### config.mk
export PLATFORM = sky130hd
export DESIGN_NAME = kamus_test_sequencer_flat
export DESIGN_NICKNAME = d
export VERILOG_FILES = /design/src/rtl/kamus_test_sequencer_if.sv /design/src/rtl/kamus_test_sequencer.sv /design/src/flat_wrapper.sv
export SDC_FILE = /design/constraint.sdc
export NUM_CORES = 2
export LEC_CHECK = 0
export CORE_ASPECT_RATIO = 0.75
export CORE_UTILIZATION = 44
export DETAILED_ROUTE_END_ITERATION = 10
export PLACE_DENSITY_LB_ADDON = 0.3
export SLEW_MARGIN = 10
export SYNTH_ARGS = -nofsm -noshare
export SYNTH_HDL_FRONTEND = slang
export SYNTH_SLANG_ARGS = --single-unit
### constraint.sdc
create_clock -name clk_i -period 8.3 [get_ports clk_i]
set_input_delay 1.245 -clock clk_i [delete_from_list [all_inputs] [get_ports clk_i]]
set_output_delay 1.245 -clock clk_i [all_outputs]
set_load 0.05 [all_outputs]
### src/rtl/kamus_test_sequencer_if.sv
// kamus_test_sequencer_if
// Bundles the program-loader port, the kamus_core l1i/l1d side and the run
// status of the test sequencer.
//   master : program loader / core model side (drives start, program, stores)
//   slave  : the sequencer itself
// Signals:
//   start_i, prog_we_i, prog_idx_i, prog_instr_i, prog_chk_en_i,
//   prog_exp_addr_i, prog_exp_data_i, prog_len_i   - program load and run start
//   l1d_wr_en_i, l1d_addr_i, l1d_wr_data_i         - core store bus
//   core_rst_no, l1i_instr_data_o                  - core reset and instruction
//   busy_o, done_o, pass_o, fail_count_o, first_fail_idx_o - run status
interface kamus_test_sequencer_if #(
  parameter int DEPTH = 32
);
  localparam int IW = $clog2(DEPTH);

  logic          start_i;
  logic          prog_we_i;
  logic [IW-1:0] prog_idx_i;
  logic [31:0]   prog_instr_i;
  logic          prog_chk_en_i;
  logic [31:0]   prog_exp_addr_i;
  logic [31:0]   prog_exp_data_i;
  logic [IW:0]   prog_len_i;
  logic          core_rst_no;
  logic [31:0]   l1i_instr_data_o;
  logic          l1d_wr_en_i;
  logic [31:0]   l1d_addr_i;
  logic [31:0]   l1d_wr_data_i;
  logic          busy_o;
  logic          done_o;
  logic          pass_o;
  logic [7:0]    fail_count_o;
  logic [IW-1:0] first_fail_idx_o;

  modport master (
    output start_i, prog_we_i, prog_idx_i, prog_instr_i, prog_chk_en_i,
           prog_exp_addr_i, prog_exp_data_i, prog_len_i,
           l1d_wr_en_i, l1d_addr_i, l1d_wr_data_i,
    input  core_rst_no, l1i_instr_data_o, busy_o, done_o, pass_o,
           fail_count_o, first_fail_idx_o
  );

  modport slave (
    input  start_i, prog_we_i, prog_idx_i, prog_instr_i, prog_chk_en_i,
           prog_exp_addr_i, prog_exp_data_i, prog_len_i,
           l1d_wr_en_i, l1d_addr_i, l1d_wr_data_i,
    output core_rst_no, l1i_instr_data_o, busy_o, done_o, pass_o,
           fail_count_o, first_fail_idx_o
  );
endinterface

### src/rtl/kamus_test_sequencer.sv
// kamus_test_sequencer
// Stimulus-and-check engine for kamus_core bring-up. Holds a program of up to
// DEPTH instructions with optional expected stores, resets the core, settles
// it with NOPs, then presents each instruction for HOLD_CYCLES cycles while
// watching the L1D write bus. Reports pass/fail, a saturating fail count and
// the index of the first failing entry.
// Ports:
//   clk_i  - clock
//   rst_i  - synchronous active-high reset (program RAM is retained)
//   bus    - kamus_test_sequencer_if.slave (program load, core side, status)
module kamus_test_sequencer #(
  parameter int DEPTH       = 32,
  parameter int HOLD_CYCLES = 5,
  parameter int RST_CYCLES  = 2
) (
  input logic                   clk_i,
  input logic                   rst_i,
  kamus_test_sequencer_if.slave bus
);
  localparam int IW      = $clog2(DEPTH);
  localparam int LW      = IW + 1;
  localparam int CNT_MAX = (HOLD_CYCLES > RST_CYCLES) ? HOLD_CYCLES : RST_CYCLES;
  localparam int CW      = (CNT_MAX > 1) ? $clog2(CNT_MAX) : 1;

  localparam logic [CW-1:0] HOLD_LAST = CW'(HOLD_CYCLES - 1);
  localparam logic [CW-1:0] RST_LAST  = CW'(RST_CYCLES - 1);
  localparam logic [LW-1:0] DEPTH_L   = LW'(DEPTH);
  localparam logic [31:0]   NOP       = 32'h0000_0013;

  typedef enum logic [2:0] {
    S_IDLE, S_CORE_RST, S_SETTLE, S_ISSUE, S_DONE
  } state_t;

  function automatic logic [7:0] sat_inc8(input logic [7:0] v);
    return (v == 8'hFF) ? v : v + 8'd1;
  endfunction

  // Program RAM, written only while no run is in progress.
  logic [31:0] ram_instr [DEPTH];
  logic        ram_chk   [DEPTH];
  logic [31:0] ram_addr  [DEPTH];
  logic [31:0] ram_data  [DEPTH];

  always_ff @(posedge clk_i) begin
    if (bus.prog_we_i && !bus.busy_o) begin
      ram_instr[bus.prog_idx_i] <= bus.prog_instr_i;
      ram_chk[bus.prog_idx_i]   <= bus.prog_chk_en_i;
      ram_addr[bus.prog_idx_i]  <= bus.prog_exp_addr_i;
      ram_data[bus.prog_idx_i]  <= bus.prog_exp_data_i;
    end
  end

  state_t        state_q, state_nxt;
  logic [CW-1:0] cnt_q, cnt_nxt;
  logic [IW-1:0] idx_q, idx_nxt;
  logic [LW-1:0] len_q, len_nxt;

  logic          seen_q;
  logic [31:0]   mon_addr_q, mon_data_q;

  logic          core_rst_q, core_rst_nxt;
  logic [31:0]   instr_q, instr_nxt;
  logic          busy_q, busy_nxt;
  logic          done_q, done_nxt;
  logic          pass_q, pass_nxt;
  logic [7:0]    fail_q, fail_nxt;
  logic [IW-1:0] first_q, first_nxt;

  logic start_ok, last_entry, window_end;
  logic seen_cur, chk_fail;
  logic [31:0] addr_cur, data_cur;

  assign start_ok = bus.start_i && (state_q == S_IDLE || state_q == S_DONE) &&
                    (bus.prog_len_i != '0) && (bus.prog_len_i <= DEPTH_L);
  assign last_entry = ({1'b0, idx_q} == (len_q - LW'(1)));
  assign window_end = (state_q == S_ISSUE) && (cnt_q == HOLD_LAST);

  // Store monitor view for this cycle: cleared at hold count 0, and a write in
  // the current cycle overrides whatever was latched earlier in the window.
  assign seen_cur = bus.l1d_wr_en_i | (seen_q & (cnt_q != '0));
  assign addr_cur = bus.l1d_wr_en_i ? bus.l1d_addr_i    : mon_addr_q;
  assign data_cur = bus.l1d_wr_en_i ? bus.l1d_wr_data_i : mon_data_q;
  assign chk_fail = window_end && ram_chk[idx_q] &&
                    (!seen_cur || addr_cur != ram_addr[idx_q] || data_cur != ram_data[idx_q]);

  // State register
  always_ff @(posedge clk_i) begin
    if (rst_i) begin
      state_q <= S_IDLE;
      cnt_q   <= '0;
      idx_q   <= '0;
      len_q   <= '0;
      seen_q  <= 1'b0;
    end else begin
      state_q <= state_nxt;
      cnt_q   <= cnt_nxt;
      idx_q   <= idx_nxt;
      len_q   <= len_nxt;
      if (state_q == S_ISSUE) seen_q <= seen_cur;
    end
  end

  always_ff @(posedge clk_i) begin
    if (state_q == S_ISSUE) begin
      mon_addr_q <= addr_cur;
      mon_data_q <= data_cur;
    end
  end

  // Next-state logic
  always_comb begin
    state_nxt = state_q;
    cnt_nxt   = cnt_q;
    idx_nxt   = idx_q;
    len_nxt   = len_q;
    case (state_q)
      S_IDLE, S_DONE: begin
        if (start_ok) begin
          state_nxt = S_CORE_RST;
          cnt_nxt   = '0;
          len_nxt   = bus.prog_len_i;
        end
      end
      S_CORE_RST: begin
        if (cnt_q == RST_LAST) begin
          state_nxt = S_SETTLE;
          cnt_nxt   = '0;
        end else begin
          cnt_nxt = cnt_q + CW'(1);
        end
      end
      S_SETTLE: begin
        if (cnt_q == HOLD_LAST) begin
          state_nxt = S_ISSUE;
          cnt_nxt   = '0;
          idx_nxt   = '0;
        end else begin
          cnt_nxt = cnt_q + CW'(1);
        end
      end
      S_ISSUE: begin
        if (cnt_q == HOLD_LAST) begin
          cnt_nxt = '0;
          if (last_entry) state_nxt = S_DONE;
          else            idx_nxt   = idx_q + IW'(1);
        end else begin
          cnt_nxt = cnt_q + CW'(1);
        end
      end
      default: state_nxt = S_IDLE;
    endcase
  end

  // Output logic: next values of the registered outputs, decoded from the
  // state being entered so every output changes on the same edge as the state.
  always_comb begin
    fail_nxt  = fail_q;
    first_nxt = first_q;
    if (start_ok) begin
      fail_nxt  = '0;
      first_nxt = '0;
    end else if (chk_fail) begin
      fail_nxt = sat_inc8(fail_q);
      if (fail_q == '0) first_nxt = idx_q;
    end

    instr_nxt    = (state_nxt == S_ISSUE) ? ram_instr[idx_nxt] : NOP;
    busy_nxt     = (state_nxt == S_CORE_RST) || (state_nxt == S_SETTLE) ||
                   (state_nxt == S_ISSUE);
    done_nxt     = (state_nxt == S_DONE);
    pass_nxt     = (state_nxt == S_DONE) && (fail_nxt == '0);
    core_rst_nxt = core_rst_q;
    case (state_nxt)
      S_CORE_RST:               core_rst_nxt = 1'b0;
      S_SETTLE, S_ISSUE, S_DONE: core_rst_nxt = 1'b1;
      default:                  core_rst_nxt = core_rst_q;
    endcase
  end

  always_ff @(posedge clk_i) begin
    if (rst_i) begin
      core_rst_q <= 1'b0;
      instr_q    <= NOP;
      busy_q     <= 1'b0;
      done_q     <= 1'b0;
      pass_q     <= 1'b0;
      fail_q     <= '0;
      first_q    <= '0;
    end else begin
      core_rst_q <= core_rst_nxt;
      instr_q    <= instr_nxt;
      busy_q     <= busy_nxt;
      done_q     <= done_nxt;
      pass_q     <= pass_nxt;
      fail_q     <= fail_nxt;
      first_q    <= first_nxt;
    end
  end

  assign bus.core_rst_no      = core_rst_q;
  assign bus.l1i_instr_data_o = instr_q;
  assign bus.busy_o           = busy_q;
  assign bus.done_o           = done_q;
  assign bus.pass_o           = pass_q;
  assign bus.fail_count_o     = fail_q;
  assign bus.first_fail_idx_o = first_q;
endmodule

### src/flat_wrapper.sv
// flat-port wrapper written by rule: the top's interface ports become plain ports
module kamus_test_sequencer_flat 
#(
  parameter int DEPTH       = 32,
  parameter int HOLD_CYCLES = 5,
  parameter int RST_CYCLES  = 2
)
  (clk_i, rst_i, bus_start_i, bus_prog_we_i, bus_prog_idx_i, bus_prog_instr_i, bus_prog_chk_en_i, bus_prog_exp_addr_i, bus_prog_exp_data_i, bus_prog_len_i, bus_l1d_wr_en_i, bus_l1d_addr_i, bus_l1d_wr_data_i, bus_core_rst_no, bus_l1i_instr_data_o, bus_busy_o, bus_done_o, bus_pass_o, bus_fail_count_o, bus_first_fail_idx_o);
  kamus_test_sequencer_if #(.DEPTH(DEPTH)) bus_i ();
  input logic clk_i;
  input logic rst_i;
  input wire logic [$bits(bus_i.start_i)-1:0] bus_start_i;
  input wire logic [$bits(bus_i.prog_we_i)-1:0] bus_prog_we_i;
  input wire logic [$bits(bus_i.prog_idx_i)-1:0] bus_prog_idx_i;
  input wire logic [$bits(bus_i.prog_instr_i)-1:0] bus_prog_instr_i;
  input wire logic [$bits(bus_i.prog_chk_en_i)-1:0] bus_prog_chk_en_i;
  input wire logic [$bits(bus_i.prog_exp_addr_i)-1:0] bus_prog_exp_addr_i;
  input wire logic [$bits(bus_i.prog_exp_data_i)-1:0] bus_prog_exp_data_i;
  input wire logic [$bits(bus_i.prog_len_i)-1:0] bus_prog_len_i;
  input wire logic [$bits(bus_i.l1d_wr_en_i)-1:0] bus_l1d_wr_en_i;
  input wire logic [$bits(bus_i.l1d_addr_i)-1:0] bus_l1d_addr_i;
  input wire logic [$bits(bus_i.l1d_wr_data_i)-1:0] bus_l1d_wr_data_i;
  output wire logic [$bits(bus_i.core_rst_no)-1:0] bus_core_rst_no;
  output wire logic [$bits(bus_i.l1i_instr_data_o)-1:0] bus_l1i_instr_data_o;
  output wire logic [$bits(bus_i.busy_o)-1:0] bus_busy_o;
  output wire logic [$bits(bus_i.done_o)-1:0] bus_done_o;
  output wire logic [$bits(bus_i.pass_o)-1:0] bus_pass_o;
  output wire logic [$bits(bus_i.fail_count_o)-1:0] bus_fail_count_o;
  output wire logic [$bits(bus_i.first_fail_idx_o)-1:0] bus_first_fail_idx_o;
  assign bus_i.start_i = bus_start_i;
  assign bus_i.prog_we_i = bus_prog_we_i;
  assign bus_i.prog_idx_i = bus_prog_idx_i;
  assign bus_i.prog_instr_i = bus_prog_instr_i;
  assign bus_i.prog_chk_en_i = bus_prog_chk_en_i;
  assign bus_i.prog_exp_addr_i = bus_prog_exp_addr_i;
  assign bus_i.prog_exp_data_i = bus_prog_exp_data_i;
  assign bus_i.prog_len_i = bus_prog_len_i;
  assign bus_i.l1d_wr_en_i = bus_l1d_wr_en_i;
  assign bus_i.l1d_addr_i = bus_l1d_addr_i;
  assign bus_i.l1d_wr_data_i = bus_l1d_wr_data_i;
  assign bus_core_rst_no = bus_i.core_rst_no;
  assign bus_l1i_instr_data_o = bus_i.l1i_instr_data_o;
  assign bus_busy_o = bus_i.busy_o;
  assign bus_done_o = bus_i.done_o;
  assign bus_pass_o = bus_i.pass_o;
  assign bus_fail_count_o = bus_i.fail_count_o;
  assign bus_first_fail_idx_o = bus_i.first_fail_idx_o;
  kamus_test_sequencer #(.DEPTH(DEPTH), .HOLD_CYCLES(HOLD_CYCLES), .RST_CYCLES(RST_CYCLES)) u_core (.clk_i(clk_i), .rst_i(rst_i), .bus(bus_i));
endmodule
==> flow_metrics.tcl <==
set metrics [dict create \
    synth_seq_cells 3235 \
    synthArstFlopShare_pct 0 \
    fin_area_um2 142000 \
    grt_pass1_wl_um 501000 \
    cp_max_fo 46 \
    io_buffers 225 \
    crit_chain "nand2b_1, nor2_1, a32oi_1, nand4_1, xnor2_1, nand4_1, nor4_1, nand4_1, o21ai_2, or4_1, a41oi_1, a211oi_2" \
    syn_inst 5996 \
    intPower_mw 26.1 \
    floorplan.initialDensity_pct 44.5 \
    cp_top_family "simple AND/OR/NAND/NOR gates" \
    die_w_um 617 \
    antenna_found_initial 45 \
    hp-class "flop to flop" \
    rows 168 \
    num_io_pins 226 \
    placed_area_um2 132000 \
    fin_setup_tns_ns 0 \
    hold_viol_final 0 \
    crit_top_cell "nand4_1" \
    comb_power_share_pct 1.9 \
    grt_overflow_total 0 \
    vias 64800 \
    ys.flop_type "edfxtp_1" \
    clk-insertion-delay-late_ns 0.90 \
    syn_avg_cell_area_um2 20.8 \
    nFillCells 22000 \
    netlist.area_leader.share_pct 76.2 \
    setup_ws_ns 2.00 \
    swShare_pct 20.1 \
    die_area_um2 286000 \
    rrSetupSlack_ns 2.00 \
    cts-buffers-inserted 324 \
    numClockSinks 3235 \
    grt_max_degree 126 \
    cp_slowest_cell "dfxtp_4" \
    post-place-ws_ns 2.32 \
    placed_cells 9816 \
    p_total_mw 32.7 \
    maxCapViolCount 0 \
    p_seq_share_pct 55.4 \
    final_util_pct 50.6 \
    synth_area_leaders "edfxtp_1 (76%), mux4_2 (11%), mux2i_1 (2.9%), nand2_1 (1.1%), dfxtp_1 (1.1%)" \
    path_depth 12 \
    power.leakage_nw 43.5 \
    p_sw_mw 6.57 \
    grt.total_usage_pct 25.0 \
    crit_required_ns 9.07 \
    routabilityCongestion 0.812 \
    r2r_cells 12 \
    grt_pass1_vias 63100 \
    fmax_ghz 0.159 \
    viasPerCell 6.23 \
    ctsHoldBuffers 0 \
    synth.distinct_cells 80 \
    finalHoldWorstSlack_ns 0.471 \
    startpoint "u_core.idx_q[3]" \
    root_buffer "clkbuf_16" \
    r2r_end "u_core.bus.pass_o" \
    fin_cells 10400 \
    initialDrtViolationCount 8790 \
    synth_edf_count 3168 \
    area_delta_synth_final_pct 13.7 \
    p_clk_share_pct 42.8 \
    firstDrtPassIters 7 \
    ys_warn_count 0 \
    worstHoldStart "u_core.len_q[5]" \
    relSlewSlack_pct 4.62 \
    whs_endpoint "u_core.len_q[5]" \
    skew_ns 0.0573 \
    crit_path_end_kind "flop" \
    power.density_nw_per_um2 230 \
    hold_path_depth 2 \
    vdd_drop_max_uv 185 \
    core_region_area_um2 281000 \
    synth-seq-area-share_pct 77.3 \
    post-route-period-util_pct 75.9 \
    fp.dieH_um 463 \
    hpwl_um 190000 \
    synth.largest_area_cell "edfxtp_1" \
    slew_violations 0 \
    clockBufferDepth 4 \
    finalCriticalPeriod_ns 6.30 \
    ant_nets 0 \
    critPathKind "flop to flop" \
    r2r-start "u_core.idx_q[3]" \
    outcome "finished clean" \
    cts_resized 0 \
    htree_levels 5 \
    drive_above_1_share_pct 21.1 \
    cpPeakStageDelay_ns 0.94 \
    rsz0062_at_grt "no" \
    synth_nets 6180 \
    path_buf_inv 0 \
    drc_errors 0 \
    cts_setup_buffers 0 \
    synthesis.area_um2 125000 \
    nets 6586 \
    cts_tree "yes" \
    drt_wl_total_um 362000 \
    worstPathArrival_ns 7.07 \
    worst_pin_slew_ns 1.42 \
    clkTransAtPathRegs_ns 0.06 \
    cp-start-kind "flop" \
    final-setup-viol-count 0 \
    wl_per_cell_um 34.8 \
]
-- per-layer routing --
layer	up-vias	wire length (um)	share of wire (%)	GRT usage (%)
li1	25700	-	-	-
met1	34900	145000	40	35.6
met2	3587	167000	46	38.6
met3	634	36000	9.9	5.43
met4	30	12900	3.6	8.37
met5	-	176	0.049	0
-- logic make-up (layout without fill, tap and decap cells) --
logic type | after synthesis | after routing | share of synthesized area [%]
mux | 1064 | 1064 | 14.9
compound gates | 450 | 450 | 2.56
flops | 3235 | 3235 | 77.3
buf+inv | 346 | 1003 | 1.63
fa+ha+maj | 7 | 7 | 0.0702
xor+xnor | 55 | 55 | 0.386
simple gates | 839 | 839 | 3.11
other cells | 0 | 11 | 0
-- flip-flops by register name, indices dropped and copies added (netlist names), 6 cells and up --
name,cells
u_core.len_q,6
u_core.mon_data_q,32
u_core.bus.fail_count_o,8
u_core.bus.l1i_instr_data_o,32
u_core.ram_instr,1024
u_core.ram_addr,1024
u_core.ram_data,1024
u_core.ram_chk,32
u_core.mon_addr_q,32
-- layout make-up --
type | instances | area [um^2] | share of cell area [%]
Antenna cell | 11 | 27.5 | 0.0194
Clock buffer | 418 | 8700 | 6.13
Clock inverter | 159 | 1250 | 0.884
Inverter | 29 | 109 | 0.0767
Multi-Input combinational cell | 2415 | 26700 | 18.8
Sequential cell | 3235 | 96500 | 68.0
Tap cell | 3740 | 4680 | 3.30
Timing Repair Buffer | 397 | 3940 | 2.78
-- Yosys cell counts (23+ instances only) --
master	n
mux2_2	78
dfxtp_1	67
nand2_1	358
a22oi_1	136
o22ai_1	61
inv_1	25
mux2i_1	357
a21oi_1	90
buf_2	72
buf_6	41
buf_4	66
mux4_2	628
xnor2_1	41
buf_1	23
clkbuf_1	108
edfxtp_1	3168
nand3_1	239
nor2_1	95
-- worst max-delay path by stage --
stage                             end  slack [ns]
6_report            u_core.bus.pass_o        2.00
5_1_grt             u_core.bus.pass_o        1.93
4_1_cts             u_core.bus.pass_o        2.30
3_5_place_dp        u_core.bus.pass_o        2.32
3_3_place_gp        u_core.bus.pass_o        2.35
2_1_floorplan  u_core.ram_addr[22][0]        1.76
-- cells in the final DEF (no fill, tap or decap), drive strengths merged, types with 15 or more instances in the layout --
master         instances
mux2                  78
o21ai                 25
nor2                  96
dfxtp                 67
mux4                 629
edfxtp              3168
a22oi                136
nor4                  19
nand2b                15
clkinv               129
bufinv                15
o22ai                 61
clkbuf               418
a21oi                 90
inv                   34
xnor2                 41
nand2                358
buf                  176
nand3                239
mux2i                357
a221oi                21
nor2b                 20
clkdlybuf4s50        221
nand4                 17
-- tightest hold or removal path: cells and delay by family, from the launching register on --
kind	cells	cell delay, ns
flops	1	0.32
simple gates	1	0.05
compound gates	1	0.05
-- power by group through the flow --
stage	sequential (mW)	clock [mW]	combinational (mW)
floorplan	18.4	0	0.153
global placement	18.4	0	0.587
detailed placement	18.4	0	0.613
CTS	18.1	14.1	0.614
global route	18.1	14.7	0.646
finish	18.1	14.0	0.614
Note: power is estimated with default switching activity, not from simulation.
